--- src/rtl/i2s_tx_axi4_lite_slave_regs_if.sv ---
// AXI4-Lite control-bus bundle for the I2S TX register block.
// Carries the five AXI4-Lite channels; clock and reset stay outside the bundle.
interface i2s_tx_axi4_lite_slave_regs_if;
  logic [7:0]  awaddr;
  logic        awvalid;
  logic        awready;
  logic [31:0] wdata;
  logic        wvalid;
  logic        wready;
  logic [1:0]  bresp;
  logic        bvalid;
  logic        bready;
  logic [7:0]  araddr;
  logic        arvalid;
  logic        arready;
  logic [31:0] rdata;
  logic [1:0]  rresp;
  logic        rvalid;
  logic        rready;

  modport master (
    output awaddr, awvalid, wdata, wvalid, bready, araddr, arvalid, rready,
    input  awready, wready, bresp, bvalid, arready, rdata, rresp, rvalid
  );

  modport slave (
    input  awaddr, awvalid, wdata, wvalid, bready, araddr, arvalid, rready,
    output awready, wready, bresp, bvalid, arready, rdata, rresp, rvalid
  );
endinterface

--- src/rtl/i2s_tx_axi4_lite_slave_regs.sv ---
// AXI4-Lite register block for the I2S transmitter: config out, live status in.
// Optional interrupt logic (IRQ_EN / IRQ_STS / irq) is enabled by I2S_TX_AXI_IRQ_EN.
module i2s_tx_axi4_lite_slave_regs #(
  parameter logic [31:0] VERSION        = 32'h0001_0000,
  parameter int unsigned DATA_WIDTH_CFG = 24,
  parameter int unsigned NUM_CHANNELS   = 2
) (
  input  logic                                s_axi_ctrl_aclk,
  input  logic                                s_axi_ctrl_aresetn,
  i2s_tx_axi4_lite_slave_regs_if.slave        s_axi_ctrl,
  output logic                                tx_en,
  output logic                                soft_rst,
  output logic [7:0]                          sclk_div,
  input  logic                                tx_busy,
`ifdef I2S_TX_AXI_IRQ_EN
  input  logic                                underrun,
  output logic                                irq
`else
  input  logic                                underrun
`endif
);

  localparam logic [1:0] RespOkay  = 2'b00;
  localparam logic [1:0] RespSlvErr = 2'b10;

  // Word indices (byte address [7:2]).
  localparam logic [5:0] IdxVersion = 6'h00;
  localparam logic [5:0] IdxConfig  = 6'h01;
  localparam logic [5:0] IdxControl = 6'h02;
  localparam logic [5:0] IdxStatus  = 6'h03;
  localparam logic [5:0] IdxTiming  = 6'h04;
`ifdef I2S_TX_AXI_IRQ_EN
  localparam logic [5:0] IdxIrqEn   = 6'h05;
  localparam logic [5:0] IdxIrqSts  = 6'h06;
`endif

  localparam logic [5:0]  DwCfg     = 6'(DATA_WIDTH_CFG);
  localparam logic [3:0]  NumCh     = 4'(NUM_CHANNELS);
  localparam logic [31:0] ConfigVal = {20'b0, NumCh, 2'b0, DwCfg};

  typedef enum logic [1:0] {WrIdle, WrGotAddr, WrGotData, WrResp} wr_state_e;
  typedef enum logic {RdIdle, RdResp} rd_state_e;

  wr_state_e   wr_state_q, wr_state_d;
  rd_state_e   rd_state_q, rd_state_d;

  // Holds readies low until the first clock edge after reset is released.
  logic        rst_done_q;
  logic [5:0]  awidx_q;
  logic [31:0] wdata_q;
  logic [1:0]  bresp_q;
  logic [31:0] rdata_q;
  logic [1:0]  rresp_q;
  logic        tx_en_q;
  logic        soft_rst_q;
  logic [7:0]  sclk_div_q;

  logic        aw_fire, w_fire, ar_fire;
  logic        wr_commit;
  logic [5:0]  wr_idx;
  logic [31:0] wr_data;
  logic        wr_ok;
  logic [31:0] rd_word;
  logic        rd_ok;

`ifdef I2S_TX_AXI_IRQ_EN
  logic        irq_en_q;
  logic        irq_sts_q;
  logic        irq_q;
`endif

  assign s_axi_ctrl.awready = rst_done_q && (wr_state_q == WrIdle || wr_state_q == WrGotData);
  assign s_axi_ctrl.wready  = rst_done_q && (wr_state_q == WrIdle || wr_state_q == WrGotAddr);
  assign s_axi_ctrl.bvalid  = (wr_state_q == WrResp);
  assign s_axi_ctrl.bresp   = bresp_q;
  assign s_axi_ctrl.arready = rst_done_q && (rd_state_q == RdIdle);
  assign s_axi_ctrl.rvalid  = (rd_state_q == RdResp);
  assign s_axi_ctrl.rdata   = rdata_q;
  assign s_axi_ctrl.rresp   = rresp_q;

  assign aw_fire = s_axi_ctrl.awvalid && s_axi_ctrl.awready;
  assign w_fire  = s_axi_ctrl.wvalid && s_axi_ctrl.wready;
  assign ar_fire = s_axi_ctrl.arvalid && s_axi_ctrl.arready;

  assign tx_en    = tx_en_q;
  assign soft_rst = soft_rst_q;
  assign sclk_div = sclk_div_q;

  // Write FSM: the commit address/data come from the bus or the latched half.
  always_comb begin
    wr_state_d = wr_state_q;
    wr_commit  = 1'b0;
    wr_idx     = s_axi_ctrl.awaddr[7:2];
    wr_data    = s_axi_ctrl.wdata;
    unique case (wr_state_q)
      WrIdle: begin
        if (aw_fire && w_fire) begin
          wr_commit  = 1'b1;
          wr_state_d = WrResp;
        end else if (aw_fire) begin
          wr_state_d = WrGotAddr;
        end else if (w_fire) begin
          wr_state_d = WrGotData;
        end
      end
      WrGotAddr: begin
        wr_idx = awidx_q;
        if (w_fire) begin
          wr_commit  = 1'b1;
          wr_state_d = WrResp;
        end
      end
      WrGotData: begin
        wr_data = wdata_q;
        if (aw_fire) begin
          wr_commit  = 1'b1;
          wr_state_d = WrResp;
        end
      end
      WrResp: begin
        if (s_axi_ctrl.bready) wr_state_d = WrIdle;
      end
      default: wr_state_d = WrIdle;
    endcase
  end

  always_comb begin
    rd_state_d = rd_state_q;
    unique case (rd_state_q)
      RdIdle:  if (ar_fire) rd_state_d = RdResp;
      RdResp:  if (s_axi_ctrl.rready) rd_state_d = RdIdle;
      default: rd_state_d = RdIdle;
    endcase
  end

  always_comb begin
    wr_ok = 1'b1;
    case (wr_idx)
      IdxVersion, IdxConfig, IdxControl, IdxStatus, IdxTiming: wr_ok = 1'b1;
`ifdef I2S_TX_AXI_IRQ_EN
      IdxIrqEn, IdxIrqSts: wr_ok = 1'b1;
`endif
      default: wr_ok = 1'b0;
    endcase
  end

  // Read mux sees pre-write register values, so a same-edge write is not visible.
  always_comb begin
    rd_word = '0;
    rd_ok   = 1'b1;
    case (s_axi_ctrl.araddr[7:2])
      IdxVersion: rd_word = VERSION;
      IdxConfig:  rd_word = ConfigVal;
      IdxControl: rd_word = {31'b0, tx_en_q};
      IdxStatus:  rd_word = {31'b0, tx_busy};
      IdxTiming:  rd_word = {24'b0, sclk_div_q};
`ifdef I2S_TX_AXI_IRQ_EN
      IdxIrqEn:   rd_word = {31'b0, irq_en_q};
      IdxIrqSts:  rd_word = {31'b0, irq_sts_q};
`endif
      default:    rd_ok = 1'b0;
    endcase
  end

  always_ff @(posedge s_axi_ctrl_aclk) begin
    if (!s_axi_ctrl_aresetn) begin
      rst_done_q <= 1'b0;
      wr_state_q <= WrIdle;
      rd_state_q <= RdIdle;
      awidx_q    <= '0;
      wdata_q    <= '0;
      bresp_q    <= RespOkay;
      rdata_q    <= '0;
      rresp_q    <= RespOkay;
      tx_en_q    <= 1'b0;
      soft_rst_q <= 1'b0;
      sclk_div_q <= '0;
    end else begin
      rst_done_q <= 1'b1;
      wr_state_q <= wr_state_d;
      rd_state_q <= rd_state_d;
      if (aw_fire) awidx_q <= s_axi_ctrl.awaddr[7:2];
      if (w_fire) wdata_q <= s_axi_ctrl.wdata;
      if (wr_commit) bresp_q <= wr_ok ? RespOkay : RespSlvErr;
      if (ar_fire) begin
        rdata_q <= rd_word;
        rresp_q <= rd_ok ? RespOkay : RespSlvErr;
      end
      soft_rst_q <= wr_commit && (wr_idx == IdxControl) && wr_data[1];
      if (wr_commit && wr_idx == IdxControl) tx_en_q <= wr_data[0];
      if (wr_commit && wr_idx == IdxTiming) sclk_div_q <= wr_data[7:0];
    end
  end

`ifdef I2S_TX_AXI_IRQ_EN
  // Sticky underrun flag: a same-edge set beats the W1C clear.
  always_ff @(posedge s_axi_ctrl_aclk) begin
    if (!s_axi_ctrl_aresetn) begin
      irq_en_q  <= 1'b0;
      irq_sts_q <= 1'b0;
      irq_q     <= 1'b0;
    end else begin
      if (wr_commit && wr_idx == IdxIrqEn) irq_en_q <= wr_data[0];
      if (underrun) begin
        irq_sts_q <= 1'b1;
      end else if (wr_commit && wr_idx == IdxIrqSts && wr_data[0]) begin
        irq_sts_q <= 1'b0;
      end
      irq_q <= irq_en_q & irq_sts_q;
    end
  end

  assign irq = irq_q;
`endif

  logic unused_bits;
  assign unused_bits = ^{s_axi_ctrl.awaddr[1:0], s_axi_ctrl.araddr[1:0], wr_data[31:8],
                         underrun};

endmodule
--- src/flat_wrapper.sv ---
// flat-port wrapper written by rule: the top's interface ports become plain ports
module i2s_tx_axi4_lite_slave_regs_flat 
#(
  parameter logic [31:0] VERSION        = 32'h0001_0000,
  parameter int unsigned DATA_WIDTH_CFG = 24,
  parameter int unsigned NUM_CHANNELS   = 2
)
  (s_axi_ctrl_aclk, s_axi_ctrl_aresetn, tx_en, soft_rst, sclk_div, tx_busy, underrun, s_axi_ctrl_awaddr, s_axi_ctrl_awvalid, s_axi_ctrl_wdata, s_axi_ctrl_wvalid, s_axi_ctrl_bready, s_axi_ctrl_araddr, s_axi_ctrl_arvalid, s_axi_ctrl_rready, s_axi_ctrl_awready, s_axi_ctrl_wready, s_axi_ctrl_bresp, s_axi_ctrl_bvalid, s_axi_ctrl_arready, s_axi_ctrl_rdata, s_axi_ctrl_rresp, s_axi_ctrl_rvalid);
  i2s_tx_axi4_lite_slave_regs_if s_axi_ctrl_i ();
  input  logic s_axi_ctrl_aclk;
  input  logic s_axi_ctrl_aresetn;
  output logic tx_en;
  output logic soft_rst;
  output logic [7:0] sclk_div;
  input  logic tx_busy;
  input  logic underrun;
  input wire logic [$bits(s_axi_ctrl_i.awaddr)-1:0] s_axi_ctrl_awaddr;
  input wire logic [$bits(s_axi_ctrl_i.awvalid)-1:0] s_axi_ctrl_awvalid;
  input wire logic [$bits(s_axi_ctrl_i.wdata)-1:0] s_axi_ctrl_wdata;
  input wire logic [$bits(s_axi_ctrl_i.wvalid)-1:0] s_axi_ctrl_wvalid;
  input wire logic [$bits(s_axi_ctrl_i.bready)-1:0] s_axi_ctrl_bready;
  input wire logic [$bits(s_axi_ctrl_i.araddr)-1:0] s_axi_ctrl_araddr;
  input wire logic [$bits(s_axi_ctrl_i.arvalid)-1:0] s_axi_ctrl_arvalid;
  input wire logic [$bits(s_axi_ctrl_i.rready)-1:0] s_axi_ctrl_rready;
  output wire logic [$bits(s_axi_ctrl_i.awready)-1:0] s_axi_ctrl_awready;
  output wire logic [$bits(s_axi_ctrl_i.wready)-1:0] s_axi_ctrl_wready;
  output wire logic [$bits(s_axi_ctrl_i.bresp)-1:0] s_axi_ctrl_bresp;
  output wire logic [$bits(s_axi_ctrl_i.bvalid)-1:0] s_axi_ctrl_bvalid;
  output wire logic [$bits(s_axi_ctrl_i.arready)-1:0] s_axi_ctrl_arready;
  output wire logic [$bits(s_axi_ctrl_i.rdata)-1:0] s_axi_ctrl_rdata;
  output wire logic [$bits(s_axi_ctrl_i.rresp)-1:0] s_axi_ctrl_rresp;
  output wire logic [$bits(s_axi_ctrl_i.rvalid)-1:0] s_axi_ctrl_rvalid;
  assign s_axi_ctrl_i.awaddr = s_axi_ctrl_awaddr;
  assign s_axi_ctrl_i.awvalid = s_axi_ctrl_awvalid;
  assign s_axi_ctrl_i.wdata = s_axi_ctrl_wdata;
  assign s_axi_ctrl_i.wvalid = s_axi_ctrl_wvalid;
  assign s_axi_ctrl_i.bready = s_axi_ctrl_bready;
  assign s_axi_ctrl_i.araddr = s_axi_ctrl_araddr;
  assign s_axi_ctrl_i.arvalid = s_axi_ctrl_arvalid;
  assign s_axi_ctrl_i.rready = s_axi_ctrl_rready;
  assign s_axi_ctrl_awready = s_axi_ctrl_i.awready;
  assign s_axi_ctrl_wready = s_axi_ctrl_i.wready;
  assign s_axi_ctrl_bresp = s_axi_ctrl_i.bresp;
  assign s_axi_ctrl_bvalid = s_axi_ctrl_i.bvalid;
  assign s_axi_ctrl_arready = s_axi_ctrl_i.arready;
  assign s_axi_ctrl_rdata = s_axi_ctrl_i.rdata;
  assign s_axi_ctrl_rresp = s_axi_ctrl_i.rresp;
  assign s_axi_ctrl_rvalid = s_axi_ctrl_i.rvalid;
  i2s_tx_axi4_lite_slave_regs #(.VERSION(VERSION), .DATA_WIDTH_CFG(DATA_WIDTH_CFG), .NUM_CHANNELS(NUM_CHANNELS)) u_core (.s_axi_ctrl_aclk(s_axi_ctrl_aclk), .s_axi_ctrl_aresetn(s_axi_ctrl_aresetn), .s_axi_ctrl(s_axi_ctrl_i), .tx_en(tx_en), .soft_rst(soft_rst), .sclk_div(sclk_div), .tx_busy(tx_busy), .underrun(underrun));
endmodule
--- config.mk ---
export PLATFORM = sky130hd
export DESIGN_NAME = i2s_tx_axi4_lite_slave_regs_flat
export DESIGN_NICKNAME = d
export VERILOG_FILES = /design/src/rtl/i2s_tx_axi4_lite_slave_regs_if.sv /design/src/rtl/i2s_tx_axi4_lite_slave_regs.sv /design/src/flat_wrapper.sv
export SDC_FILE = /design/constraint.sdc
export NUM_CORES = 1
export LEC_CHECK = 0
export CAP_MARGIN = 10
export CORE_MARGIN = 5
export CORE_UTILIZATION = 43
export CTS_CLUSTER_DIAMETER = 150
export CTS_CLUSTER_SIZE = 16
export DETAILED_ROUTE_END_ITERATION = 8
export GPL_ROUTABILITY_DRIVEN = 0
export PLACE_DENSITY = 0.86
export SYNTH_ARGS = -nofsm -noshare
export SYNTH_HDL_FRONTEND = slang
export SYNTH_SLANG_ARGS = --single-unit
--- constraint.sdc ---
create_clock -name s_axi_ctrl_aclk -period 3 [get_ports s_axi_ctrl_aclk]
set_clock_uncertainty 0.1 [all_clocks]
set_input_delay 0.9 -clock s_axi_ctrl_aclk [delete_from_list [all_inputs] [get_ports s_axi_ctrl_aclk]]
set_output_delay 0.9 -clock s_axi_ctrl_aclk [all_outputs]
set_load 0.05 [all_outputs]
==> results <==
==> Yosys cell counts, drive strengths merged, types with 5 or more instances <==
cell	instances	share of area, %
nand3	9	2.7
mux2i	24	11
dfxtp	40	38
clkbuf	6	1.1
buf	28	9.9
nor2	20	3.6
a21oi	14	3.3
o211ai	8	3.3
inv	5	0.90
nand2	23	4.1
ha	5	3.0
nand2b	7	2.1
==> kinds of logic (layout without fill, tap and decap cells) <==
| family | Yosys count | in the layout | synth area share [%] |
|---|---|---|---|
| simple gates | 75 | 75 | 18.9 |
| compound gates | 41 | 41 | 14.2 |
| flops | 40 | 40 | 38.3 |
| buf+inv | 39 | 70 | 11.8 |
| mux | 28 | 28 | 13.6 |
| fa+ha+maj | 5 | 5 | 2.99 |
| other cells | 1 | 24 | 0.179 |
==> flip-flops by register name, indices dropped and copies added, names as in the netlist <==
name / cells
u_core.s_axi_ctrl.rvalid: 1
u_core.soft_rst: 1
u_core.awidx_q: 6
u_core.s_axi_ctrl.rresp: 1
u_core.sclk_div: 8
u_core.wdata_q: 8
u_core.rst_done_q: 1
u_core.tx_en: 1
u_core.s_axi_ctrl.bresp: 1
u_core.wr_state_q: 2
u_core.s_axi_ctrl.rdata: 10
==> worst max-delay path: stages (launching register included) <==
cell and delay, ns:
dfxtp_1 0.37, ha_1 0.23, clkdlybuf4s50_1 0.82
==> per-stage QoR <==
| stage | setup WS [ns] | instances | area (sq um) | hold slack [ns] | utilization (%) |
|---|---|---|---|---|---|
| after floorplan | 0.734 | 252 | 2180 | 0.354 | - |
| after global placement | 0.289 | 342 | 2610 | 0.339 | 55.2 |
| after detailed placement | 0.260 | 342 | 2610 | 0.347 | 55.2 |
| after CTS | 0.283 | 350 | 2690 | 0.359 | 57.0 |
| after global routing | 0.238 | 350 | 2690 | 0.382 | 57.0 |
| final | 0.290 | 350 | 2690 | 0.356 | 57.0 |
==> how the worst min path moves through the flow <==
stage | from | endpoint | slack (ns) | cells past startpoint
after floorplan | u_core.wdata_q[2] | u_core.wdata_q[2] | 0.35 | 2
after global placement | u_core.s_axi_ctrl.rdata[1] | u_core.s_axi_ctrl.rdata[1] | 0.34 | 2
after detailed placement | u_core.s_axi_ctrl.rdata[1] | u_core.s_axi_ctrl.rdata[1] | 0.35 | 2
after CTS | u_core.s_axi_ctrl.rdata[1] | u_core.s_axi_ctrl.rdata[1] | 0.36 | 2
after global routing | u_core.s_axi_ctrl.rdata[1] | u_core.s_axi_ctrl.rdata[1] | 0.38 | 2
final | u_core.s_axi_ctrl.rdata[16] | u_core.s_axi_ctrl.rdata[16] | 0.36 | 2
==> power by group through the flow <==
stage / sequential, mW / combinational [mW] / clock, mW
after floorplan: 0.628 / 0.532 / 0
after global placement: 0.607 / 0.672 / 0
after detailed placement: 0.608 / 0.690 / 0
after CTS: 0.597 / 0.690 / 0.359
after global routing: 0.603 / 0.744 / 0.379
final: 0.597 / 0.691 / 0.350
==> area by class of cell <==
type | count | share of cell area, %
sequential | 40 | 29.7
tap | 67 | 3.11
multi-input combinational | 173 | 42.0
timing repair buffer | 57 | 21.2
clock buffer | 5 | 2.56
inverter | 5 | 0.697
clock inverter | 3 | 0.697
==> cells in the final DEF (no fill, tap or decap), types with 2 or more instances in the layout <==
master | synthesis | layout
nand2b_1 | 7 | 7
o21ai_0 | 3 | 3
dfxtp_1 | 40 | 40
or4b_1 | 2 | 2
buf_4 | 24 | 4
a211oi_1 | 4 | 4
a32oi_1 | 2 | 2
nand4bb_1 | 2 | 2
nand2_1 | 23 | 23
o211ai_2 | 2 | 2
inv_1 | 4 | 4
mux2i_1 | 24 | 24
clkinv_2 | 0 | 2
nand3_1 | 8 | 8
nor2_1 | 20 | 20
mux2_2 | 4 | 4
conb_1 | 1 | 24
a22o_1 | 2 | 2
o21a_1 | 2 | 2
clkdlybuf4s50_1 | 0 | 52
nor2b_1 | 3 | 3
clkbuf_8 | 0 | 5
ha_1 | 5 | 5
o211ai_1 | 6 | 6
a21oi_1 | 14 | 14
==> metal layers <==
layer	vias up	share of wire (%)	global-route usage, %
met1	805	43	17.7
met3	5	7.4	4.97
li1	866	-	-
met5	-	0	0
met2	63	49	26.1
met4	0	0.71	2.87
==> results.yml <==
setup_path:
  crit_path_end_kind: "primary output"
  crit_type: "reg2out"
  critPathLaunch: "u_core.wr_state_q[0]"
  cp.required_ns: 2.00
  crit_end: "s_axi_ctrl_bvalid"
  startpoint_type: "flip-flop"
  crit_arrival_ns: 1.71
  r2r_end: "u_core.sclk_div[5]"
  crit_fanout: 3
  rrSetupSlack_ns: 0.80
  r2r_start: "u_core.wr_state_q[1]"
  reg2reg_depth: 6
clocking:
  hold_buffers: 0
  cts_setup_buffers: 0
  htreeDepth: 2
  clk_pin_slew_worst_paths_ns: 0.07
  cts-root-buf: "clkbuf_8"
  clkSinkCount: 40
  cts_buffers: 5
  cts.repair.resized: 0
  cts_tree: "yes"
  clockBufferDepth: 2
  clkLatencyLatePin_ns: 0.29
power:
  ir_worst_vdd_uv: 316
  intPower_mw: 1.01
  power_density_nw_per_um2: 608
  comb_power_share_pct: 42.2
  p_seq_share_pct: 36.5
  switching_share_pct: 38.5
  pwr-share-clk_pct: 21.4
  leakage_nw: 1.14
  p_switching_mw: 0.630
  design_power_total_mw: 1.64
final_layout:
  regArea_sq_um: 801
  multi_input_comb_area_sq_um: 1130
  drive_above_1_share_pct: 8.83
  antennaDiodeCount: 0
  fill_cells: 414
  syn_to_final_growth_pct: 28.6
  nets: 344
die:
  fp.dieArea_sq_um: 6360
  fp.coreArea_sq_um: 4720
  row_count: 25
  fp.dieW_um: 79.8
  io_pins: 108
  die_h_um: 79.8
  start_util_pct: 44.3
detailed_routing:
  vias_per_cell: 4.97
  wirelength_um: 4630
  post_drt_wl_per_cell_um: 13.2
  drc: 0
  vias: 1739
  firstDrtPassIters: 4
  drt_iter0_drc: 65
  ant_nets: 0
logic_synthesis:
  ys.flop_type: "dfxtp_1"
  syn_area_per_cell_sq_um: 9.14
  ys_ff_latch: 40
  synth-edff-count: 0
  yosys_warnings: 0
  synthArstFlopShare_pct: 0
  syn-cell-area_sq_um: 2090
  synth-seq-area-share_pct: 38.3
  syn_inst: 229
  synthDistinctLibCells: 42
global_routing:
  grt_max_degree: 29
  grt_pass1_vias: 1631
  grt_use_total_pct: 14.9
  antenna_found_initial: 0
  grt_first_pass_wirelength_um: 7590
  grt_overflow: 0
timing:
  max_clock_freq_ghz: 0.369
  period_share_pct: 90.3
  tightestPinTransition_ns: 0.625
  slew_violations: 0
  setup-tns-final_ns: 0
  hold_viol_final: 0
  setup_viol: 0
  rsz0062_at_grt: "no"
  period_minus_slack_ns: 2.71
  slew_headroom_pct: 58.0
run_status:
  status: "completed"
run:
  maxCapViolCount: 0
worst_hold_path:
  hp-class: "reg2reg"
placement:
  numPortBuffers: 54
  dpl.hpwl_um: 3590
No activity file was read; power rests on OpenSTA's default activity.
